$ cat config.mk
export PLATFORM = sky130hd
export DESIGN_NAME = btn_event_tx
export DESIGN_NICKNAME = d
export VERILOG_FILES = /design/src/rtl/btn_event_pkg.sv /design/src/rtl/btn_debounce.sv /design/src/rtl/btn_event_tx.sv
export SDC_FILE = /design/constraint.sdc
export NUM_CORES = 1
export LEC_CHECK = 0
export BUFFER_PORTS_ARGS = -buffer_cell sky130_fd_sc_hd__buf_4
export CAP_MARGIN = 20
export CELL_PAD_IN_SITES_DETAIL_PLACEMENT = 0
export CELL_PAD_IN_SITES_GLOBAL_PLACEMENT = 1
export CORE_UTILIZATION = 45
export DETAILED_ROUTE_END_ITERATION = 6
export HOLD_SLACK_MARGIN = 0.06
export PLACE_DENSITY_LB_ADDON = 0.12
export SLEW_MARGIN = 25
export SYNTH_ARGS = -nofsm -noshare
export SYNTH_HDL_FRONTEND = slang
export SYNTH_SLANG_ARGS = --single-unit
$ cat constraint.sdc
create_clock -name clk -period 4.7 [get_ports clk]
set_input_delay 0.705 -clock clk [delete_from_list [all_inputs] [get_ports clk]]
set_output_delay 0.705 -clock clk [all_outputs]
set_load 0.05 [all_outputs]
$ cat src/rtl/btn_event_pkg.sv
// btn_event_pkg: shared constants for the button-event transmitter.
//   NUM_BTN   number of board push-buttons
//   BTN_*     button index into btn_raw / btn_level
//   EV_*      event codes presented on ev_code (EV_NONE when the queue is empty)
//   btn_code  maps a button index to its event code
package btn_event_pkg;
  localparam int NUM_BTN = 5;
  localparam int BTN_C = 0;
  localparam int BTN_U = 1;
  localparam int BTN_L = 2;
  localparam int BTN_R = 3;
  localparam int BTN_D = 4;
  localparam int EV_W = 3;
  localparam logic [EV_W-1:0] EV_NONE = 3'd0;
  localparam logic [EV_W-1:0] EV_C = 3'd1;
  localparam logic [EV_W-1:0] EV_U = 3'd2;
  localparam logic [EV_W-1:0] EV_L = 3'd3;
  localparam logic [EV_W-1:0] EV_R = 3'd4;
  localparam logic [EV_W-1:0] EV_D = 3'd5;
  function automatic logic [EV_W-1:0] btn_code(input int idx);
    return EV_W'(idx + 1);
  endfunction
endpackage

$ cat src/rtl/btn_debounce.sv
// btn_debounce: 2-flop synchroniser plus debounce counter for one button.
//   clk, rst_n  system clock, async active-low reset
//   raw         asynchronous pin
//   level       debounced level
//   rise        one-cycle pulse on the edge where level goes 0->1
module btn_debounce #(
  parameter int DEBOUNCE_CYCLES = 1000000
) (
  input  logic clk,
  input  logic rst_n,
  input  logic raw,
  output logic level,
  output logic rise
);
  localparam int CW = $clog2(DEBOUNCE_CYCLES);
  logic s1, s2, stable, hit;
  logic [CW-1:0] cnt;
  // D-th consecutive mismatching sample accepts the new level
  assign hit = (s2 != stable) && (cnt == CW'(DEBOUNCE_CYCLES - 1));
  assign level = stable;
  assign rise = hit && !stable;
  always_ff @(posedge clk or negedge rst_n) begin
    if (!rst_n) begin
      s1 <= 1'b0;
      s2 <= 1'b0;
      stable <= 1'b0;
      cnt <= '0;
    end else begin
      s1 <= raw;
      s2 <= s1;
      cnt <= (s2 == stable || hit) ? '0 : cnt + 1'b1;
      if (hit) stable <= ~stable;
    end
  end
endmodule

$ cat src/rtl/btn_event_tx.sv
// btn_event_tx: debounced button presses queued and streamed as 3-bit event codes.
//   clk, rst_n  system clock, async active-low reset
//   btn_raw     raw button pins (0=C 1=U 2=L 3=R 4=D)
//   ev_ready    consumer takes the head event
//   ovf_clr     clears overflow
//   ev_valid    queue non-empty
//   ev_code     head event code, EV_NONE when empty
//   btn_level   debounced levels
//   overflow    sticky dropped-press flag
module btn_event_tx
  import btn_event_pkg::*;
#(
  parameter int DEBOUNCE_CYCLES = 1000000,
  parameter int FIFO_DEPTH = 4
) (
  input  logic clk,
  input  logic rst_n,
  input  logic [NUM_BTN-1:0] btn_raw,
  input  logic ev_ready,
  input  logic ovf_clr,
  output logic ev_valid,
  output logic [EV_W-1:0] ev_code,
  output logic [NUM_BTN-1:0] btn_level,
  output logic overflow
);
  localparam int AW = $clog2(FIFO_DEPTH);
  logic [NUM_BTN-1:0] rise, pending, sel, clr, drop;
  logic [EV_W-1:0] push_code;
  logic [EV_W-1:0] mem [FIFO_DEPTH];
  logic [AW-1:0] wr_ptr, rd_ptr;
  logic [AW:0] count;
  logic full, push, pop;
  for (genvar i = 0; i < NUM_BTN; i++) begin : g_db
    btn_debounce #(.DEBOUNCE_CYCLES(DEBOUNCE_CYCLES)) u_db (
      .clk(clk),
      .rst_n(rst_n),
      .raw(btn_raw[i]),
      .level(btn_level[i]),
      .rise(rise[i])
    );
  end
  // scan high to low so the lowest-index pending button wins
  always_comb begin
    push_code = EV_NONE;
    sel = '0;
    for (int k = NUM_BTN - 1; k >= 0; k--) begin
      if (pending[k]) begin
        push_code = btn_code(k);
        sel = NUM_BTN'(1) << k;
      end
    end
  end
  // fullness uses the registered count, so a same-cycle pop never frees a slot
  assign full = count == (AW + 1)'(FIFO_DEPTH);
  assign push = |pending && !full;
  assign pop = ev_valid && ev_ready;
  assign clr = push ? sel : '0;
  // a press landing on a bit that is being pushed this cycle is kept, not dropped
  assign drop = rise & pending & ~clr;
  assign ev_valid = count != '0;
  assign ev_code = ev_valid ? mem[rd_ptr] : EV_NONE;
  always_ff @(posedge clk or negedge rst_n) begin
    if (!rst_n) begin
      pending <= '0;
      wr_ptr <= '0;
      rd_ptr <= '0;
      count <= '0;
      overflow <= 1'b0;
    end else begin
      pending <= (pending & ~clr) | rise;
      wr_ptr <= push ? wr_ptr + 1'b1 : wr_ptr;
      rd_ptr <= pop ? rd_ptr + 1'b1 : rd_ptr;
      count <= count + (AW + 1)'(push) - (AW + 1)'(pop);
      overflow <= |drop ? 1'b1 : ovf_clr ? 1'b0 : overflow;
    end
  end
  always_ff @(posedge clk) begin
    if (push) mem[wr_ptr] <= push_code;
  end
endmodule
==> impl_metrics.prom <==
# TYPE chip_impl_metric gauge
chip_impl_metric{name="coreArea",unit="mm2"} 0.0140
chip_impl_metric{name="finalNetCount",unit=""} 668
chip_impl_info{name="synth_area_leaders",value="dfrtp_1 49%, xor2_1 7.3%, nor2_1 7.2%"} 1
chip_impl_metric{name="worst_ir_drop_vdd",unit="uV"} 234
chip_impl_metric{name="drt-initial-drc-count",unit=""} 225
chip_impl_metric{name="power_frac_seq",unit=""} 0.432
chip_impl_metric{name="post_drt_via_cell_ratio",unit=""} 5.14
chip_impl_info{name="most-common-layout-cells",value="128 x dfrtp_1, 125 x nor2_1, 54 x xor2_1"} 1
chip_impl_metric{name="multi_input_comb_area",unit="mm2"} 0.00280
chip_impl_metric{name="area_delta_synth_final",unit="%"} 15.0
chip_impl_info{name="timing.setup.critical_path_class",value="reg -> out"} 1
chip_impl_metric{name="power.share.switching",unit=""} 0.223
chip_impl_info{name="layout_commonest_cell",value="dfrtp_1"} 1
chip_impl_metric{name="final_layout_size_suffix_gt1_frac",unit=""} 0.102
chip_impl_metric{name="worst_skew_pair.late_latency",unit="ns"} 0.42
chip_impl_info{name="post-synth-top-area-cell",value="dfrtp_1"} 1
chip_impl_metric{name="synthCells",unit=""} 620
chip_impl_metric{name="synthesis.area",unit="mm2"} 0.00652
chip_impl_info{name="clock_tree_from_tritoncts",value="done"} 1
chip_impl_metric{name="clockBufferDepth",unit=""} 2
chip_impl_metric{name="n_antenna_cell",unit=""} 0
chip_impl_metric{name="drt.antenna.violating_nets",unit=""} 0
chip_impl_metric{name="combinational_power_share",unit=""} 0.075
chip_impl_info{name="min_path_type",value="in -> async"} 1
chip_impl_metric{name="rows",unit=""} 43
chip_impl_metric{name="cts.sink_count",unit=""} 140
chip_impl_metric{name="antenna_found_initial",unit=""} 0
chip_impl_metric{name="cts_repair_resize_count",unit=""} 0
chip_impl_info{name="cts.root.buffer_cell",value="clkbuf_16"} 1
chip_impl_metric{name="drt_pass1_iterations",unit=""} 4
chip_impl_metric{name="syn_nets",unit=""} 641
chip_impl_metric{name="synth.lib_cells_used.distinct",unit=""} 44
chip_impl_metric{name="cts_clk_pin_slew_worst_paths",unit="ns"} 0.06
chip_impl_metric{name="grt_max_degree",unit=""} 60
chip_impl_metric{name="floorplan.io_pins",unit=""} 19
chip_impl_metric{name="hold_violations",unit=""} 0
chip_impl_metric{name="powerDensity",unit="mW/mm2"} 401
chip_impl_metric{name="start_util",unit=""} 0.466
chip_impl_metric{name="maxSlewHeadroom",unit=""} 0.458
chip_impl_metric{name="avgRoutedWirePerCell",unit="um"} 14.0
chip_impl_metric{name="vias",unit=""} 4314
chip_impl_metric{name="fillCellCount",unit=""} 1253
chip_impl_metric{name="syn_avg_cell_area",unit="um2"} 10.5
chip_impl_metric{name="sequential_cell_area",unit="mm2"} 0.00356
chip_impl_metric{name="reg2reg_setup_slack",unit="ns"} 2.34
chip_impl_metric{name="path_max_fanout",unit=""} 5
chip_impl_metric{name="dieWidth",unit="um"} 122
chip_impl_metric{name="routed_wl",unit="um"} 11800
chip_impl_metric{name="finalPower",unit="mW"} 3.01
chip_impl_metric{name="design.die.area",unit="mm2"} 0.0150
chip_impl_metric{name="post-synth-top-area-fraction",unit=""} 0.491
chip_impl_metric{name="final.setup_skew",unit="ns"} 0.00996
chip_impl_metric{name="synth-edff-count",unit=""} 12
chip_impl_metric{name="cell_internal_pwr",unit="mW"} 2.34
chip_impl_metric{name="postCtsSetupRepairBufs",unit=""} 0
chip_impl_info{name="rsz_0062_raised_after_global_routing",value="no"} 1
chip_impl_metric{name="min_period_over_period",unit=""} 0.530
chip_impl_metric{name="total_switching_power",unit="uW"} 670
chip_impl_info{name="status",value="completed"} 1
chip_impl_metric{name="number_of_global_route_vias_before_repair",unit=""} 4217
chip_impl_metric{name="grtUsageTotal",unit=""} 0.176
chip_impl_metric{name="worst-endpoint-arrival",unit="ns"} 1.78
chip_impl_metric{name="dp.cells",unit=""} 808
chip_impl_metric{name="die_h",unit="um"} 122
chip_impl_metric{name="portBuffers",unit=""} 18
chip_impl_metric{name="finalSetupViolations",unit=""} 0
chip_impl_metric{name="finalCriticalPeriod",unit="ns"} 2.49
chip_impl_metric{name="finalNonFillerCells",unit=""} 840
chip_impl_metric{name="grt_remaining_overflow",unit=""} 0
chip_impl_metric{name="data_required_time_of_the_critical_path",unit="ns"} 3.99
chip_impl_metric{name="ctsHtreeMaxLevel",unit=""} 4
chip_impl_metric{name="totalNegativeSetupSlack",unit="ns"} 0
chip_impl_metric{name="gpl_wtd_cong",unit=""} 0.772
chip_impl_metric{name="synth_sequential_area_ratio",unit=""} 0.547
chip_impl_metric{name="async_flop_share",unit=""} 0.914
chip_impl_metric{name="max_clock_freq",unit="GHz"} 0.402
chip_impl_metric{name="synth-warning-count",unit=""} 0
chip_impl_metric{name="worstMarginPinSlew",unit="ns"} 0.806
chip_impl_info{name="cp-start-kind",value="flop"} 1
chip_impl_metric{name="hpwl",unit="um"} 8220
chip_impl_metric{name="drv.max_cap_violation_count",unit=""} 0
chip_impl_metric{name="grt_pass1_wl",unit="um"} 20300
chip_impl_metric{name="drt_drc_violations_left",unit=""} 0
chip_impl_metric{name="finalMaxSlewViolations",unit=""} 0
chip_impl_info{name="worst_setup_path_end_kind",value="primary output"} 1
chip_impl_info{name="ys.flop_type",value="dfrtp_1"} 1
chip_impl_metric{name="fraction_of_power_consumed_by_the_clock_network",unit=""} 0.493
chip_impl_metric{name="cts_buffers",unit=""} 17
chip_impl_metric{name="postCtsHoldBufs",unit=""} 0
chip_impl_metric{name="ys_seq_elements",unit=""} 140
chip_impl_metric{name="total_leakage_power",unit="nW"} 3.19
-- final cells by class --
cell class | count | area share
Sequential cell | 140 | 0.475
Multi-Input combinational cell | 447 | 0.374
Clock buffer | 21 | 0.0641
Tap cell | 180 | 0.0300
Clock inverter | 11 | 0.0249
Timing Repair Buffer | 23 | 0.0230
Inverter | 18 | 0.00901
-- critical path, cell delays in order, from the launching register on --
cell and delay, ns:
dfrtp_1 0.49, mux4_2 0.53, and2_1 0.16, buf_4 0.18
-- registers in the layout, summed over array words and instances, names as in the netlist --
name / cells
g_db.u_db.cnt: 100
mem: 12
g_db.u_db.level: 5
g_db.u_db.s1: 5
g_db.u_db.s2: 5
pending: 5
count: 3
rd_ptr: 2
wr_ptr: 2
overflow: 1
-- stage by stage --
step           cell area [um2]  utilization  hold slack, ns  worst slack (ns)
6_report                  7500        0.536           0.221              2.21
2_1_floorplan             6520            -           0.331              2.33
4_1_cts                   7500        0.536           0.226              2.17
3_5_place_dp              6830        0.488           0.335              2.36
3_3_place_gp              6830        0.488           0.334              2.33
5_1_grt                   7500        0.536           0.237              2.07
-- worst paths after layout --
path                                startpoint                   end  depth (start not counted)
max                                  rd_ptr[0]            ev_code[0]                          3
min                                      rst_n   g_db[1].u_db.cnt[2]                          1
max reg2reg                g_db[3].u_db.cnt[0]  g_db[3].u_db.cnt[10]                          7
max in group asynchronous                rst_n   g_db[2].u_db.cnt[3]                          2
min reg2reg                    g_db[2].u_db.s1       g_db[2].u_db.s2                          0
min in group clk               g_db[2].u_db.s1       g_db[2].u_db.s2                          0
-- power by group through the flow --
| stage | Sequential [mW] | Combinational (mW) | Clock [mW] |
|---|---|---|---|
| after CTS | 1.30 | 0.232 | 1.51 |
| after global placement | 1.32 | 0.225 | 0 |
| after floorplan | 1.30 | 0.168 | 0 |
| after detailed placement | 1.32 | 0.231 | 0 |
| final | 1.30 | 0.226 | 1.48 |
| after global routing | 1.31 | 0.258 | 1.57 |
-- cell families after synthesis --
group | Yosys count | synth area share
compound gates | 18 | 0.0163
xor+xnor | 98 | 0.132
fa+ha+maj | 12 | 0.0242
buf+inv | 33 | 0.0236
flops | 140 | 0.547
mux | 8 | 0.0196
simple gates | 311 | 0.238
-- synthesized netlist by cell type, drive strengths merged, types with 5 or more instances --
master,n
o21ai,8
and3,11
clkbuf,6
edfxtp,12
xor2,54
nor3,12
nand3,33
nand2,40
dfrtp,128
xnor2,44
buf,9
nand4,25
ha,11
mux2,5
and4,10
nor2,125
inv,18
and2,12
nand2b,5
nor4,9
-- layer usage --
layer,track usage,up-vias,share of wire
met5,0,-,0
met2,0.266,44,0.46
met1,0.242,2105,0.50
met4,0.0602,0,0.013
met3,0.0525,14,0.025
li1,-,2151,-
Note: power is estimated with default switching activity, not from simulation.
